## config.mk

```make
export PLATFORM = sky130hd
export DESIGN_NAME = regfile_wb_arbiter
export DESIGN_NICKNAME = d
export VERILOG_FILES = /design/src/rtl/regfile_wb_arbiter.sv
export SDC_FILE = /design/constraint.sdc
export NUM_CORES = 1
export LEC_CHECK = 0
export CAP_MARGIN = 20
export CORE_MARGIN = 5
export CORE_UTILIZATION = 36
export CTS_CLUSTER_DIAMETER = 80
export CTS_CLUSTER_SIZE = 20
export DETAILED_ROUTE_END_ITERATION = 8
export PLACE_DENSITY = 0.86
export SLEW_MARGIN = 20
export SYNTH_ARGS = -nofsm -noshare
export SYNTH_HDL_FRONTEND = slang
export SYNTH_SLANG_ARGS = --single-unit
```

## constraint.sdc

```tcl
create_clock -name clk -period 2.15 [get_ports clk]
set_clock_uncertainty 0.1 [all_clocks]
set_input_delay 0.43 -clock clk [delete_from_list [all_inputs] [get_ports clk]]
set_output_delay 0.43 -clock clk [all_outputs]
set_load 0.02 [all_outputs]
```

## src/rtl/regfile_wb_arbiter.sv

```systemverilog
// regfile_wb_arbiter: shares the register-file write port between the WB stage (priority)
// and the MDU (valid/ready), with a bounded-wait stall and an MDU pending-write scoreboard.
module regfile_wb_arbiter #(
   parameter int DATA_W   = 32,
   parameter int ADDR_W   = 5,
   parameter int MAX_WAIT = 4
) (
   input  logic                 clk,
   input  logic                 reset,
   input  logic                 wb_valid,
   input  logic [ADDR_W-1:0]    wb_addr,
   input  logic [DATA_W-1:0]    wb_data,
   input  logic                 mdu_valid,
   input  logic [ADDR_W-1:0]    mdu_addr,
   input  logic [DATA_W-1:0]    mdu_data,
   output logic                 mdu_ready,
   input  logic                 issue_valid,
   input  logic [ADDR_W-1:0]    issue_addr,
   input  logic [ADDR_W-1:0]    rs1_addr,
   input  logic [ADDR_W-1:0]    rs2_addr,
   output logic                 hazard1,
   output logic                 hazard2,
   output logic                 stall_wb,
   output logic                 rf_we,
   output logic [ADDR_W-1:0]    rf_waddr,
   output logic [DATA_W-1:0]    rf_wdata,
   output logic [2**ADDR_W-1:0] busy_mask,
   output logic                 protocol_err
);
   localparam int NREG = 2 ** ADDR_W;
   localparam int CW   = $clog2(MAX_WAIT + 1);
   typedef enum logic [1:0] {IDLE, WAIT, STALL} state_t;
   state_t          state_q;
   logic [CW-1:0]   cnt_q;
   logic            stall_q, pend_q, err_q, err_d;
   logic [NREG-1:0] busy_q, busy_d;
   logic            mdu_fire, blocked;
   logic [ADDR_W-1:0] g_addr;
   assign mdu_ready    = ~reset & (stall_q | ~wb_valid);
   assign mdu_fire     = mdu_valid & mdu_ready;
   assign blocked      = mdu_valid & ~mdu_ready;
   assign g_addr       = mdu_fire ? mdu_addr : wb_addr;
   assign rf_we        = ~reset & (mdu_fire | wb_valid) & (g_addr != '0);
   assign rf_waddr     = g_addr;
   assign rf_wdata     = mdu_fire ? mdu_data : wb_data;
   assign stall_wb     = stall_q;
   assign busy_mask    = busy_q;
   assign protocol_err = err_q;
   // A register being written by the MDU this cycle is forwarded, so it is not a hazard
   assign hazard1 = busy_q[rs1_addr] & ~(mdu_fire & (mdu_addr == rs1_addr));
   assign hazard2 = busy_q[rs2_addr] & ~(mdu_fire & (mdu_addr == rs2_addr));
   always_comb begin
      busy_d = busy_q;
      if (mdu_fire) busy_d[mdu_addr] = 1'b0;
      if (issue_valid && issue_addr != '0) busy_d[issue_addr] = 1'b1;
      busy_d[0] = 1'b0;
   end
   assign err_d = err_q | (wb_valid & stall_q) | (pend_q & ~mdu_valid)
                | (issue_valid & (issue_addr != '0) & busy_q[issue_addr]
                   & ~(mdu_fire & (mdu_addr == issue_addr)));
   // cnt_q is 0 in IDLE, so IDLE and WAIT share the blocked-cycle rule
   always_ff @(posedge clk or posedge reset) begin
      if (reset) begin
         state_q <= IDLE;
         cnt_q   <= '0;
         stall_q <= 1'b0;
         pend_q  <= 1'b0;
         err_q   <= 1'b0;
         busy_q  <= '0;
      end else begin
         busy_q  <= busy_d;
         err_q   <= err_d;
         pend_q  <= mdu_valid & ~mdu_fire;
         state_q <= IDLE;
         cnt_q   <= '0;
         stall_q <= 1'b0;
         if (blocked && state_q != STALL) begin
            if (cnt_q == CW'(MAX_WAIT - 1)) begin
               state_q <= STALL;
               stall_q <= 1'b1;
            end else begin
               state_q <= WAIT;
               cnt_q   <= cnt_q + 1'b1;
            end
         end
      end
   end
endmodule

```

==> metrics.md, run 1 <==
| Metric | Value |
|---|---|
| Final setup violation count | `40` |
| Post-layout nets | `710` |
| Die area | `10850 um^2` |
| Post-route ant nets | `0` |
| Num ports | `169` |
| Total congestion overflow | `0` |
| Crit path launch type | `input port` |
| Final hold viol count | `0` |
| Core area | `8678 um^2` |
| Drt pass-1 iters | `6` |
| Starting DRT DRC Count | `445` |
| Root buffer cell | `clkbuf_8` |
| RSZ-0062 raised after global routing | `yes` |
| Yosys synthesis warning count | `0` |
| I/O Buffers | `167` |
| Register bit total from synthesis | `38` |
| H-tree depth | `2` |
| Leak | `2.733 nW` |
| Dpl hpwl | `11330 um` |
| Post-Synthesis Cells | `348` |
| Cts hold-fix bufs | `0` |
| Worst EP required | `1620 ps` |
| DRC viols | `0` |
| Final Critical Period | `2344 ps` |
| Final period utilization | `1.090` |
| Post-synth ARST share | `1.000` |
| Crit path kind | `input port to output pin` |
| Syn-to-layout area delta | `96.63%` |
| Min-delay worst type | `flop to flop` |
| Synthesized area | `3192 um^2` |
| Post-synth top area share | `0.2979` |
| Initial antenna violation count | `0` |
| Post-synth net total | `443` |
| GRT Overall Usage | `0.2707` |
| Design area | `6276 um^2` |
| Failing checks | `negative setup slack` |
| CTS sink count | `38` |
| Die Y | `104.2 um` |
| Pwr dens | `595.1 nW/um^2` |
| Vias per cell | `5.760` |
| Layout cells sized above 1 | `0.3961` |
| Std cell rows | `34` |
| Post-synth EDFFs | `0` |
| CP Capture Type | `output pin` |
| Arr. time, crit path | `1810 ps` |
| Synth area leader | `dfrtp_1` |
| Sequential area share after synthesis | `0.2979` |
| Outcome | `finished with violations` |
| First-pass GRT wire length | `23650 um` |
| Main synth FF type | `dfrtp_1` |
| CTS tree | `done` |
| Max Cap Violations | `0` |
| Flop-to-flop setup slack | `270 ps` |
| CTS Buf Count | `5` |
| DR vias | `4170` |
| Fillers | `599` |
| Place WS | `-1121 ps` |
| Global placement routability congestion | `0.9846` |
| Peak VDD IR | `0.5151 mV` |
| F_max | `0.4267 GHz` |
| Avg Cell Area, Syn | `9.172 um^2` |
| Die width | `104.2 um` |
| CTS Buffer Depth | `2` |
| Worst-Skew Late Latency | `300 ps` |
| Final worst setup slack | `-193.8 ps` |
| Max Slew Vio Count | `0` |
| Number of distinct library cells after synthesis | `43` |
| Largest net degree at the start of global routing | `39` |
| Highest net fanout along the worst path | `2` |
| DP Area | `5608 um^2` |
| Initial Util | `0.3678` |
| Worst-path clk slew | `70 ps` |
| N_diodes | `0` |
| Number of global-route vias before repair | `4346` |
| Routed len/inst | `22.06 um` |
| Final TNS setup | `-3256 ps` |
| Synth top area cells | `dfrtp_1, mux2_2, o21ai_0` |
| Power Total | `0.003735 W` |
| Drt total wl | `15970 um` |
-- layout make-up --
| class | instances | area, um^2 | share of cell area |
|---|---|---|---|
| clock buffers | 6 | 72.57 | 0.01156 |
| clock inverters | 2 | 37.54 | 0.005981 |
| inverters | 8 | 33.78 | 0.005383 |
| multi-input cells | 278 | 2323 | 0.3702 |
| flip-flops and latches | 38 | 950.9 | 0.1515 |
| well taps | 108 | 135.1 | 0.02153 |
| repair buffers | 284 | 2723 | 0.4338 |
-- path summary, 6_finish.rpt --
check                                 to  depth (start not counted)       start
setup / recovery                   rf_we                          6  wb_addr[4]
hold / removal                  cnt_q[0]                          1    cnt_q[0]
setup reg to reg           busy_mask[16]                          7    stall_wb
hold reg to reg                 cnt_q[0]                          1    cnt_q[0]
max in group asynchronous  busy_mask[23]                          5       reset
min in group asynchronous     state_q[0]                          5       reset
-- per-stage QoR --
step / hold WS (ps) / std cells / utilization
after floorplan: 304.6 / 348 / -
after global placement: 324.5 / 696 / 0.6462
after detailed placement: 335.8 / 696 / 0.6462
after CTS: 345.7 / 720 / 0.6975
after global routing: 365.8 / 724 / 0.7232
final: 346.8 / 724 / 0.7232
-- cell families after synthesis --
family                     count (synthesis)  synth area share
muxes                                     75            0.2626
xor gates and xnor gates                  15           0.04116
AOI/OAI and AO/OA                         96            0.1772
adders and majority gates                  1          0.003919
buffers and inverters                     32           0.06037
other                                      1          0.001175
and+or+nand+nor                           90            0.1556
DFF                                       38            0.2979
-- report_power, final --
part	switching, W	internal, W
Combinational	0.000976	0.00112
Sequential	0.000173	0.000862
Clock	0.000256	0.000346
Total	0.00141	0.00233
-- registers in the layout, indices dropped and copies added (netlist names) --
register	count
cnt_q	3
protocol_err	1
state_q	1
busy_mask	31
pend_q	1
stall_wb	1
-- synth_stat cells (8+ instances only) --
library cell and number:
dfrtp_1 38, inv_1 8, mux2_2 40, mux2i_1 32, nand2_1 19, nand3_1 13
nand3b_1 11, nor2_1 14, nor2b_1 10, nor3_1 9, o21ai_0 67, xor2_1 9
-- routing by layer --
| metal | GRT usage | part of all wire | vias up |
|---|---|---|---|
| li1 | - | - | 1828 |
| met1 | 0.3190 | 0.36 | 2023 |
| met2 | 0.4954 | 0.52 | 251 |
| met3 | 0.04966 | 0.080 | 68 |
| met4 | 0.08048 | 0.041 | 0 |
| met5 | 0 | 0 | - |
-- critical path, stage by stage --
cell and delay (ps):
dlygate4sd2_1 240, or4_1 550, nor2_2 180, a31oi_2 60, o221a_4 230, buf_6 130
-- repair_timing --
| action | 4_1_cts | 5_1_grt |
|---|---|---|
| gates resized for setup | 296 | 61 |
| setup buffers | 12 | 6 |
| cloned | 5 | 1 |
| endpoints found under the setup margin | 41 | 41 |
| pin swaps | 13 | 8 |
-- cell usage in the layout (no fill, tap or decap), types with 6 or more instances in the layout --
cell / netlist / layout
nand3b_1: 11 / 11
dfrtp_1: 38 / 38
xnor2_1: 6 / 6
nand2_1: 19 / 19
buf_6: 6 / 47
nand3_1: 13 / 13
xor2_1: 9 / 9
mux2i_1: 32 / 31
nor2b_1: 10 / 7
nor3_1: 9 / 6
buf_4: 5 / 103
mux2_4: 0 / 37
clkdlybuf4s50_1: 0 / 109
dlygate4sd2_1: 0 / 9
nor2_1: 14 / 13
o21ai_0: 67 / 66
(Power assumes the default switching activity.)
==> run 2: changes to the inputs <==
--- a/config.mk
+++ b/config.mk
@@ -12,6 +12,7 @@
 export CTS_CLUSTER_SIZE = 20
 export DETAILED_ROUTE_END_ITERATION = 8
 export PLACE_DENSITY = 0.86
+export RECOVER_POWER = 100
 export SLEW_MARGIN = 20
 export SYNTH_ARGS = -nofsm -noshare
 export SYNTH_HDL_FRONTEND = slang
==> run 2 against run 1 <==
The flow still finishes with violations (negative setup slack); sequential share of layout area increased by 0.12 points; fmax shrank 1.1%; clock power is essentially flat; critical endpoint unchanged.
==> metrics.md, run 2 (synthesis gave the netlist of run 1 again) <==
| Metric | Value |
|---|---|
| Crit path kind | `input port to output pin` |
| Dpl hpwl | `11330 um (unchanged)` |
| CTS tree | `done` |
| Root buffer cell | `clkbuf_8` |
| CTS Buffer Depth | `2 (unchanged)` |
| Final period utilization | `1.102 (+0.01214)` |
| CTS sink count | `38 (unchanged)` |
| Worst-path clk slew | `70 ps (about the same)` |
| Design area | `6228 um^2 (-0.76%)` |
| CTS Buf Count | `5 (unchanged)` |
| Register share of total power | `0.282 (+0.005)` |
| Arr. time, crit path | `1840 ps (+30 ps)` |
| Global placement routability congestion | `0.9846 (unchanged)` |
| Max Slew Vio Count | `0 (unchanged)` |
| Min-delay worst type | `flop to flop` |
| Die width | `104.2 um (unchanged)` |
| Starting DRT DRC Count | `462 (+3.8%)` |
| Commonest non-fill, non-tap cell in the layout | `buf_4` |
| Syn-to-layout area delta | `95.14%` |
| Die area | `10850 um^2 (unchanged)` |
| H-tree depth | `2 (unchanged)` |
| Drt pass-1 iters | `5 (-1)` |
| Initial Util | `0.3678 (unchanged)` |
| Std cell rows | `34 (unchanged)` |
| CP Capture Type | `output pin` |
| Core area | `8678 um^2 (unchanged)` |
| Initial antenna violation count | `0 (unchanged)` |
| Leak | `2.699 nW (-1.3%)` |
| First-pass GRT wire length | `23650 um (unchanged)` |
| Total congestion overflow | `0 (unchanged)` |
| Most frequent cells in the layout | `buf_4, clkdlybuf4s50_1, o21ai_0` |
| Cts hold-fix bufs | `0 (unchanged)` |
| Comb power frac | `0.554 (-0.008)` |
| GRT Overall Usage | `0.2707 (unchanged)` |
| Switching power | `0.001403 W (-0.19%)` |
| Int Pwr | `0.002268 W (-2.6%)` |
| Num ports | `169 (unchanged)` |
| F_max | `0.4220 GHz (-1.1%)` |
| Clock share of power | `0.164 (+0.003)` |
| Drt total wl | `15980 um (about the same)` |
| DRC viols | `0 (unchanged)` |
| DP Area | `5608 um^2 (unchanged)` |
| Non-Filler Instances | `724 (unchanged)` |
| WHS | `345.6 ps (-1.228 ps)` |
| Final Critical Period | `2370 ps (+26.11 ps)` |
| Final setup violation count | `41 (+2.5%)` |
| DR vias | `4215 (+1.1%)` |
| Max_slew headroom | `0.3913` |
| Post-layout nets | `710 (unchanged)` |
| N_diodes | `0 (unchanged)` |
| Layout cells sized above 1 | `0.3799 (-0.01623)` |
| Core Util, Final | `0.7177 (-0.005478)` |
| Outcome | `finished with violations` |
| Final TNS setup | `-4538 ps (-1282 ps)` |
| Die Y | `104.2 um (unchanged)` |
| Crit path launch type | `input port` |
| Final worst setup slack | `-219.9 ps (-26.11 ps)` |
| RSZ-0062 raised after global routing | `yes` |
| Peak VDD IR | `0.4983 mV (-3.3%)` |
| Worst-Skew Late Latency | `300 ps (about the same)` |
| Failing checks | `negative setup slack` |
| Vias per cell | `5.822 (+1.1%)` |
| Dpl cells | `696 (unchanged)` |
| Max Cap Violations | `0 (unchanged)` |
| Worst Tran Pin Value | `913.1 ps` |
| Number of global-route vias before repair | `4346 (unchanged)` |
| Pwr dens | `589.4 nW/um^2 (-0.95%)` |
| Routed len/inst | `22.08 um (about the same)` |
| I/O Buffers | `167 (unchanged)` |
| Net Sw Frac | `0.3821 (+0.005819)` |
| Highest net fanout along the worst path | `6 (+4)` |
| Post-route ant nets | `0 (unchanged)` |
| Final hold viol count | `0 (unchanged)` |
| Max reg flops | `31 (unchanged)` |
| Worst EP required | `1620 ps (about the same)` |
| Largest net degree at the start of global routing | `39 (unchanged)` |
run 2: cell types whose count changed in the layout (fill, tap and decap cells not counted), sizes merged:
cell | before | now
buf | 160 | 141
clkdlybuf4s15 | 4 | 3
clkdlybuf4s50 | 109 | 82
clkdlybuf4s25 | 0 | 1
clkbuf | 7 | 26
dlygate4sd3 | 0 | 27
run 2: cell type report:
cell class | count | area [um^2]
timing repair buffer | 284 | 2675
inverter | 8 | 33.78
clock buffer | 6 | 72.57
sequential | 38 | 950.9
multi-input combinational | 278 | 2323
tap | 108 | 135.1
clock inverter | 2 | 37.54
fill | 615 | 2450
run 2: worst paths after layout:
path / slack [ps] / end / depth (start not counted) / from
worst max-delay path: -220 / rf_we / 6 / reset
worst min register to register: 350 / cnt_q[0] / 1 / cnt_q[0]
min in group asynchronous: 830 / state_q[0] / 5 / reset
worst max register to register: 200 / busy_mask[16] / 7 / stall_wb
worst min-delay path: 350 / cnt_q[0] / 1 / cnt_q[0]
max in group asynchronous: 550 / busy_mask[23] / 5 / reset
run 2: metrics by stage:
step,total power (W),worst slack [ps]
3_3_place_gp,0.002866,-1073
4_1_cts,0.003610,-184.2
6_report,0.003671,-219.9
2_1_floorplan,0.001800,10.68
3_5_place_dp,0.002920,-1121
5_1_grt,0.003831,-272.6
run 2: layer usage:
metal / track usage / wire length [um]
met5: 0 / 0
met4: 0.08048 / 629
met3: 0.04966 / 1235
met2: 0.4954 / 8351
met1: 0.3190 / 5767
run 2: power by group through the flow:
stage / sequential [W] / clock (W) / combinational [W]
2_1_floorplan: 0.00119 / 0 / 0.000610
6_report: 0.00104 / 0.000603 / 0.00203
3_5_place_dp: 0.00103 / 0 / 0.00189
3_3_place_gp: 0.00102 / 0 / 0.00185
4_1_cts: 0.00102 / 0.000599 / 0.00199
5_1_grt: 0.00105 / 0.000637 / 0.00215
run 2: worst max-delay path, cell delays in order:
cell and delay [ps]:
clkdlybuf4s25_1 280, nor3_4 240, buf_6 190, mux2_4 330
o221a_4 240, buf_6 130
run 2: what timing repair did:
action,CTS,global route
gates cloned,5,1
setup endpoints to repair,41,41
gates resized for setup,296,61
endpoints found under the hold margin,0,0
pin swaps,13,8
buffers inserted,12,6
